### src/rtl/fulladder_bist_pkg.sv
// Shared types, constants and golden model for the full-adder built-in self test.
package fulladder_bist_pkg;

  localparam int unsigned NUM_VECTORS = 8;
  localparam int unsigned VEC_W       = 3;

  typedef enum logic [1:0] {
    IDLE,
    DRIVE,
    SAMPLE,
    DONE
  } state_t;

  // Returns {cout, sum} for a vector ordered {a, b, cin}.
  function automatic logic [1:0] golden(input logic [VEC_W-1:0] v);
    logic s;
    logic c;
    s = ^v;
    c = (v[2] & v[1]) | (v[2] & v[0]) | (v[1] & v[0]);
    return {c, s};
  endfunction

endpackage

### src/rtl/fulladder_golden.sv
// Combinational expected sum/carry for one {a, b, cin} vector.
module fulladder_golden
  import fulladder_bist_pkg::*;
(
  input  logic [VEC_W-1:0] vec,
  output logic             exp_sum,
  output logic             exp_cout
);

  assign {exp_cout, exp_sum} = golden(vec);

endmodule

### src/rtl/fulladder_bist.sv
// BIST controller: walks a full adder through all 8 input vectors and checks each result.
// Optional per-vector fail_mask output enabled by defining FULLADDER_BIST_FAIL_MASK_EN.
module fulladder_bist
  import fulladder_bist_pkg::*;
#(
  parameter int unsigned SETTLE_CYCLES = 1,
  parameter int unsigned ERR_W         = 4
) (
  input  logic             clk,
  input  logic             rst,
  input  logic             start,
  output logic             a,
  output logic             b,
  output logic             cin,
  input  logic             sum,
  input  logic             cout,
  output logic             busy,
  output logic             done,
  output logic             pass,
  output logic [ERR_W-1:0] err_count,
  output logic [VEC_W-1:0] first_fail_vec
`ifdef FULLADDER_BIST_FAIL_MASK_EN
  ,
  output logic [NUM_VECTORS-1:0] fail_mask
`endif
);

  localparam int unsigned CNT_W = (SETTLE_CYCLES > 1) ? $clog2(SETTLE_CYCLES) : 1;

  state_t           state_q;
  state_t           state_d;
  logic [VEC_W-1:0] vec_q;
  logic [CNT_W-1:0] cnt_q;
  logic             seen_fail_q;
  logic             exp_sum;
  logic             exp_cout;
  logic             mismatch;
  logic             settled;
  logic             last_vec;
  logic             launch;
  logic [ERR_W-1:0] err_next;

  fulladder_golden u_golden (
    .vec      (vec_q),
    .exp_sum  (exp_sum),
    .exp_cout (exp_cout)
  );

  // Stimulus comes straight from the vector register, so it is registered by construction.
  assign a   = vec_q[2];
  assign b   = vec_q[1];
  assign cin = vec_q[0];

  assign mismatch = (sum != exp_sum) || (cout != exp_cout);
  assign settled  = (cnt_q == CNT_W'(SETTLE_CYCLES - 1));
  assign last_vec = (vec_q == VEC_W'(NUM_VECTORS - 1));

  always_ff @(posedge clk) begin
    if (rst) state_q <= IDLE;
    else     state_q <= state_d;
  end

  always_comb begin
    state_d = state_q;
    unique case (state_q)
      IDLE:    if (start) state_d = DRIVE;
      DRIVE:   if (settled) state_d = SAMPLE;
      SAMPLE:  state_d = last_vec ? DONE : DRIVE;
      DONE:    if (start) state_d = DRIVE;
      default: state_d = IDLE;
    endcase
  end

  always_comb begin
    launch   = start && ((state_q == IDLE) || (state_q == DONE));
    err_next = err_count;
    if (mismatch && (err_count != '1)) err_next = err_count + ERR_W'(1);
  end

  always_ff @(posedge clk) begin
    if (rst) begin
      vec_q          <= '0;
      cnt_q          <= '0;
      seen_fail_q    <= 1'b0;
      busy           <= 1'b0;
      done           <= 1'b0;
      pass           <= 1'b0;
      err_count      <= '0;
      first_fail_vec <= '0;
`ifdef FULLADDER_BIST_FAIL_MASK_EN
      fail_mask      <= '0;
`endif
    end else if (launch) begin
      vec_q          <= '0;
      cnt_q          <= '0;
      seen_fail_q    <= 1'b0;
      busy           <= 1'b1;
      done           <= 1'b0;
      pass           <= 1'b0;
      err_count      <= '0;
      first_fail_vec <= '0;
`ifdef FULLADDER_BIST_FAIL_MASK_EN
      fail_mask      <= '0;
`endif
    end else if (state_q == DRIVE) begin
      cnt_q <= cnt_q + CNT_W'(1);
    end else if (state_q == SAMPLE) begin
      err_count <= err_next;
      if (mismatch) begin
        seen_fail_q <= 1'b1;
        if (!seen_fail_q) first_fail_vec <= vec_q;
`ifdef FULLADDER_BIST_FAIL_MASK_EN
        fail_mask[vec_q] <= 1'b1;
`endif
      end
      if (last_vec) begin
        busy <= 1'b0;
        done <= 1'b1;
        pass <= (err_next == '0);
      end else begin
        vec_q <= vec_q + VEC_W'(1);
        cnt_q <= '0;
      end
    end
  end

endmodule
### config.mk
export PLATFORM = sky130hd
export DESIGN_NAME = fulladder_bist
export DESIGN_NICKNAME = d
export VERILOG_FILES = /design/src/rtl/fulladder_bist_pkg.sv /design/src/rtl/fulladder_golden.sv /design/src/rtl/fulladder_bist.sv
export SDC_FILE = /design/constraint.sdc
export NUM_CORES = 1
export LEC_CHECK = 0
export CAP_MARGIN = 5
export CORE_ASPECT_RATIO = 1.25
export CORE_MARGIN = 2
export CORE_UTILIZATION = 40
export CTS_BUF_LIST = sky130_fd_sc_hd__clkbuf_16
export DETAILED_ROUTE_END_ITERATION = 8
export GPL_TIMING_DRIVEN = 0
export PLACE_DENSITY = 0.65
export RECOVER_POWER = 100
export SYNTH_ARGS = -nofsm -noshare
export SYNTH_HDL_FRONTEND = slang
export SYNTH_SLANG_ARGS = --single-unit
### constraint.sdc
create_clock -name clk -period 3.6 [get_ports clk]
set_input_delay 0.54 -clock clk [delete_from_list [all_inputs] [get_ports clk]]
set_output_delay 0.54 -clock clk [all_outputs]
set_load 0.1 [all_outputs]
* After elaboration in Yosys (flattened, before gate mapping)
Index checks and enable logic that the tools add are counted.
** Storage, ports and cells
- Output and inout bits :: 13
- Input port bits :: 5
- Bits in registers :: 17
** Operators by class
- Muxes and demuxes :: 12
- $add $sub $neg :: 3
- Equal/unequal tests :: 11
- Bitwise logic cells :: 8
- Reductions and logical operators :: 20
** Operator list (number)
- 3-bit AND reduction :: 4
- 1-bit two-way mux :: 7
- 2-bit two-way mux :: 3
- 2-bit one-hot mux with 3 select lines :: 1
- 2-bit AND reduction :: 3
- 2-bit nonzero test :: 3
- 4-bit by 1-bit adder with 4-bit output, second input constant :: 1
- 2-bit == test, second input constant :: 2
- 4-bit logical NOT :: 1
- 4-bit two-way mux :: 1
- 2-bit by 1-bit inequality test with 1-bit output, second input constant :: 2
- 2-bit inequality test, second input constant :: 2
- 4-bit inequality test, second input constant :: 1
- 4-bit AND reduction :: 1
- 2-bit OR reduction :: 2
- 3-bit by 1-bit adder with 3-bit output, second input constant :: 1
- 1-bit bitwise AND :: 3
- 3-bit == test, second input constant :: 1
- 1-bit NOT :: 3
- 3-bit XOR reduction :: 1
- 2-bit by 1-bit == test with 1-bit output, second input constant :: 1
- 1-bit logical AND :: 2
- 2-bit logical NOT :: 1
- 1-bit logical OR :: 2
- 3 further kinds :: 5

* Depth between registers and ports, before layout
- Depth in word-level cells :: 8
- Mapped depth :: 6
- Mapped depth without buffers :: 6

* By module
From an unflattened synthesis, not the netlist that was laid out.
** Unflattened totals
- Cell total of the unflattened synthesis :: 95
- Area, all modules :: 832.0 µm²
** Modules (own cells, without submodules)
- fulladder_bist :: seq. area each 340.3 µm², area an instance 812.0 µm², cells each 94, times used 1
- fulladder_golden :: seq. area each 0.0 µm², area an instance 20.0 µm², cells each 1, times used 1

* Worst setup path after synthesis
No wires, ideal clock.
- Path kind :: register to register
- Start point :: register vec_q[2]
- End point :: register first_fail_vec[0]
- Data required time :: 3.472 ns
- Slack :: 0.836 ns
- Period minus slack after synthesis :: 2.764 ns
- Path buffers :: 0
- Stages on the path, launching flop included :: 7
- Arrival time :: 2.636 ns
- Path through :: dfxtp_1 > inv_1 > fa_1 > xor2_1 > a211oi_1 > mux2i_1 > nor2_1
** Between the ends
- Cells in the longest elaborated chain, start to end :: 6
** Ends and longest elaborated chain
- start: declaration :: RTL line fulladder_bist.sv:32 : logic [VEC_W-1:0] vec_q;
- start signal: assignment :: RTL line fulladder_bist.sv:121 : vec_q <= vec_q + VEC_W'(1);
- 1-bit bitwise AND :: RTL line fulladder_bist_pkg.sv:19 : c = (v[2] & v[1]) | (v[2] & v[0]) | (v[1] & v[0]);
- 1-bit OR (2 in a row) :: RTL line fulladder_bist_pkg.sv:19
- 1-bit inequality test :: RTL line fulladder_bist.sv:54 : assign mismatch = (sum != exp_sum) || (cout != exp_cout);
- 1-bit logical OR (*) :: RTL line fulladder_bist.sv:54
- 4-bit AND reduction (no line) (*)
- end signal: assignment :: RTL line fulladder_bist.sv:111 : if (!seen_fail_q) first_fail_vec <= vec_q;
- end: declaration :: RTL line fulladder_bist.sv:21 : output logic [VEC_W-1:0] first_fail_vec
Mark *: on every way between the ends. The rest lies on a longest branch, timed or not.
A chain may end at the register's enable or synchronous reset.

* Worst setup path after layout
- Start point :: register err_count[3]
- End point :: output port err_count[3]
** RTL lines
- start: declaration :: RTL line fulladder_bist.sv:20 : output logic [ERR_W-1:0] err_count,
- start signal: assignment :: RTL line fulladder_bist.sv:108 : err_count <= err_next;
No word-level cell between the ends.

==> summary.txt <==
Status
  – Status: finished, final reports clean

Clock tree
  – CTS clk-pin slew, worst paths: 0.05 ns
  – Root buffer selected by CTS: clkbuf_16
  – Sink Count: 17
  – Hold buffer count at CTS: 0
  – Clock buffer count from CTS: 3
  – Clk_lat worst skew: 0.24 ns
  – Post-CTS Resized: 0
  – H-Tree Depth: 1
  – TritonCTS clock tree: built
  – Clk buf depth: 2
  – Setup Buffers After CTS: 0

Detailed routing
  – DR WL/cell: 12.4 um
  – Top routing layer used: met4
  – Post-Route WL: 1.71 mm
  – Met3 Wirelength: 74 um
  – Vias: 778
  – Drc violations: 0
  – Vias per std cell: 5.64
  – DRT Pass-1 Iters: 4
  – Post-route ant nets: 0
  – Number of DRC violations after detailed-routing iteration 0: 14
  – M1 WL: 770 um
  – DR WL met2: 838 um

Power
  – PD cells: 610 nW/um2
  – Design Power: 690 uW
  – Sw Ratio: 0.364
  – Combinational share of power: 0.352
  – P_int: 439 uW
  – Sequential power share: 0.333
  – P_leak: 0.464 nW
  – Max IR drop VDD: 0.321 mV
  – Clock network power share: 0.315
  – Psw: 251 uW

Logic synthesis
  – Synthesized flop and latch total: 17
  – Top-area cell type share of the netlist area: 0.397
  – Area contributors post-synth: dfxtp_1 (40%), ha_1 (8.7%), a21oi_1 (5.2%)
  – Net Count, Synth: 109
  – Sequential fraction of the synthesis area: 0.397
  – Yosys top cell by area: dfxtp_1
  – Netlist Area Pre-Place: 858 um2
  – Mean post-synth cell area: 8.85 um2
  – Synthesized instance count: 97
  – Count of cell types in the netlist: 28
  – Syn. warnings: 0

Timing
  – F_max: 407 MHz
  – Final Skew: 0.00119 ns
  – Final hold vios: 0
  – Final period util: 0.682
  – Slew Limit Fails: 0
  – Final setup vio count: 0
  – Worst slew pin tran: 0.976 ns
  – Minimum clock period: 2.46 ns
  – RSZ-0062 raised after global routing: false
  – Fin worst setup slack: 1.14 ns
  – Setup TNS: 0 ns
  – Slew margin rel.: 0.347

Floorplanning
  – Total die area: 2530 um2
  – I/O pins: 18
  – Core Region: 2000 um2
  – Die width: 45.4 um
  – Std-Cell Rows: 18
  – Starting density of the core: 0.428
  – Die span in y: 55.8 um

Setup path
  – CP max FO: 7
  – CP required: 3.06 ns
  – WP data arrival: 1.92 ns
  – CP peak stage delay: 1.24 ns
  – CP cell instances: dlygate4sd3_1
  – CP Buf/Inv Count: 1
  – Critical-path top delay cell: dlygate4sd3_1
  – Startpoint Class: flop
  – Kind of cell adding the most delay to the critical path: buffers and inverters
  – WS Path Type: reg -> out
  – CP Capture Type: primary output

Global route
  – Pin count of the biggest net entering global routing: 11
  – Vias in the first global route: 707
  – Antenna violations before repair: 0
  – GRT Resource Usage Total: 0.152
  – First-pass GRT wire length: 2.94 mm
  – Gr ovfl total: 0

Job
  – Max Cap Violations: 0

Cells and area
  – Final Cell Area: 1130 um2
  – Share of layout cells above drive strength 1: 0.0339
  – Multi-input logic area: 488 um2
  – Area grow syn2layout: 31.9%
  – Final Net Count: 131
  – Ant diodes: 0
  – Fillers: 203
  – Sequential cell area: 340 um2

Placement
  – Port bufs: 17
  – Detailed placement HPWL: 1.25 mm
  – Gpl congestion: 0.740
  – DP Worst Slack: 1.39 ns
  – Post-Place Cell Area: 1050 um2

Hold path
  – Worst Hold Class: reg -> reg
[path summary, 6_finish.rpt]
check	from	to	slack (ns)	depth (start not counted)
max	err_count[3]$_SDFFE_PP0P_	err_count[3]	1.14	1
min	done$_SDFFE_PP0P_	done$_SDFFE_PP0P_	0.44	2
min reg2reg	done$_SDFFE_PP0P_	done$_SDFFE_PP0P_	0.44	2
max reg2reg	vec_q[2]$_SDFFE_PP0P_	first_fail_vec[0]$_SDFFE_PP0P_	1.42	6
[registers in the layout, indices dropped and copies added (netlist names)]
signal and cells:
cnt_q 1, first_fail_vec 3, pass 1, err_count 4, state_q 2, done 1
vec_q 3, busy 1, seen_fail_q 1
[power by group through the flow]
| stage | registers, mW | logic [mW] | clock network (mW) |
|---|---|---|---|
| 3_3_place_gp | 0.234 | 0.243 | 0 |
| 5_1_grt | 0.233 | 0.268 | 0.227 |
| 3_5_place_dp | 0.235 | 0.246 | 0 |
| 6_report | 0.230 | 0.243 | 0.217 |
| 2_1_floorplan | 0.289 | 0.137 | 0 |
| 4_1_cts | 0.231 | 0.249 | 0.223 |
[area by class of cell]
| cell class | count | share of cell area |
|---|---|---|
| multi-input combinational | 72 | 0.431 |
| sequential | 17 | 0.301 |
| timing repair buffer | 17 | 0.150 |
| clock buffer | 3 | 0.0663 |
| buffer | 1 | 0.00331 |
| tap | 20 | 0.0221 |
| clock inverter | 1 | 0.00331 |
| inverter | 7 | 0.0232 |
[layer usage]
metal  track usage  vias to the layer above
li1              -                      383
met1         0.204                      368
met2         0.229                       23
met3        0.0390                        4
met4        0.0504                        0
met5             0                        -
[synthesized netlist by cell type]
cell type / number
and4b_1: 1
a21oi_1: 9
nand3_1: 3
nor2b_1: 2
nand2b_1: 2
nor4bb_1: 1
o211ai_1: 1
a211oi_1: 2
and3_1: 1
xnor2_1: 3
nor3_1: 1
nor2_1: 12
dfxtp_1: 17
o21ai_0: 5
xor2_1: 3
a31oi_1: 1
ha_1: 6
a311oi_1: 1
nand2_1: 6
or4_1: 2
a22oi_1: 1
nand3b_1: 2
or3b_2: 1
a21boi_0: 1
fa_1: 1
inv_1: 7
mux2i_1: 4
clkbuf_1: 1
[cells by family after synthesis]
logic type | share of synthesized area
mux | 0.0466
compound gates | 0.143
simple gates | 0.207
fa+ha+maj | 0.111
buf+inv | 0.0350
xor+xnor | 0.0612
flops | 0.397
[through the flow]
stage	util	hold WS [ns]	std cells
2_1_floorplan	-	0.442	97
3_3_place_gp	0.526	0.437	134
3_5_place_dp	0.526	0.439	134
4_1_cts	0.565	0.447	138
5_1_grt	0.565	0.466	138
6_report	0.565	0.440	138
[cells in the final DEF (no fill, tap or decap), types with 3 or more instances in the layout]
cell             instances
a21oi_1                  9
mux2i_1                  4
dfxtp_1                 17
nor2_1                  12
inv_1                    8
clkbuf_16                3
dlygate4sd3_1           14
nand3_1                  3
xnor2_1                  3
o21ai_0                  5
clkdlybuf4s50_1          3
xor2_1                   3
nand2_1                  6
ha_1                     6
Note: power is estimated with default switching activity, not from simulation.
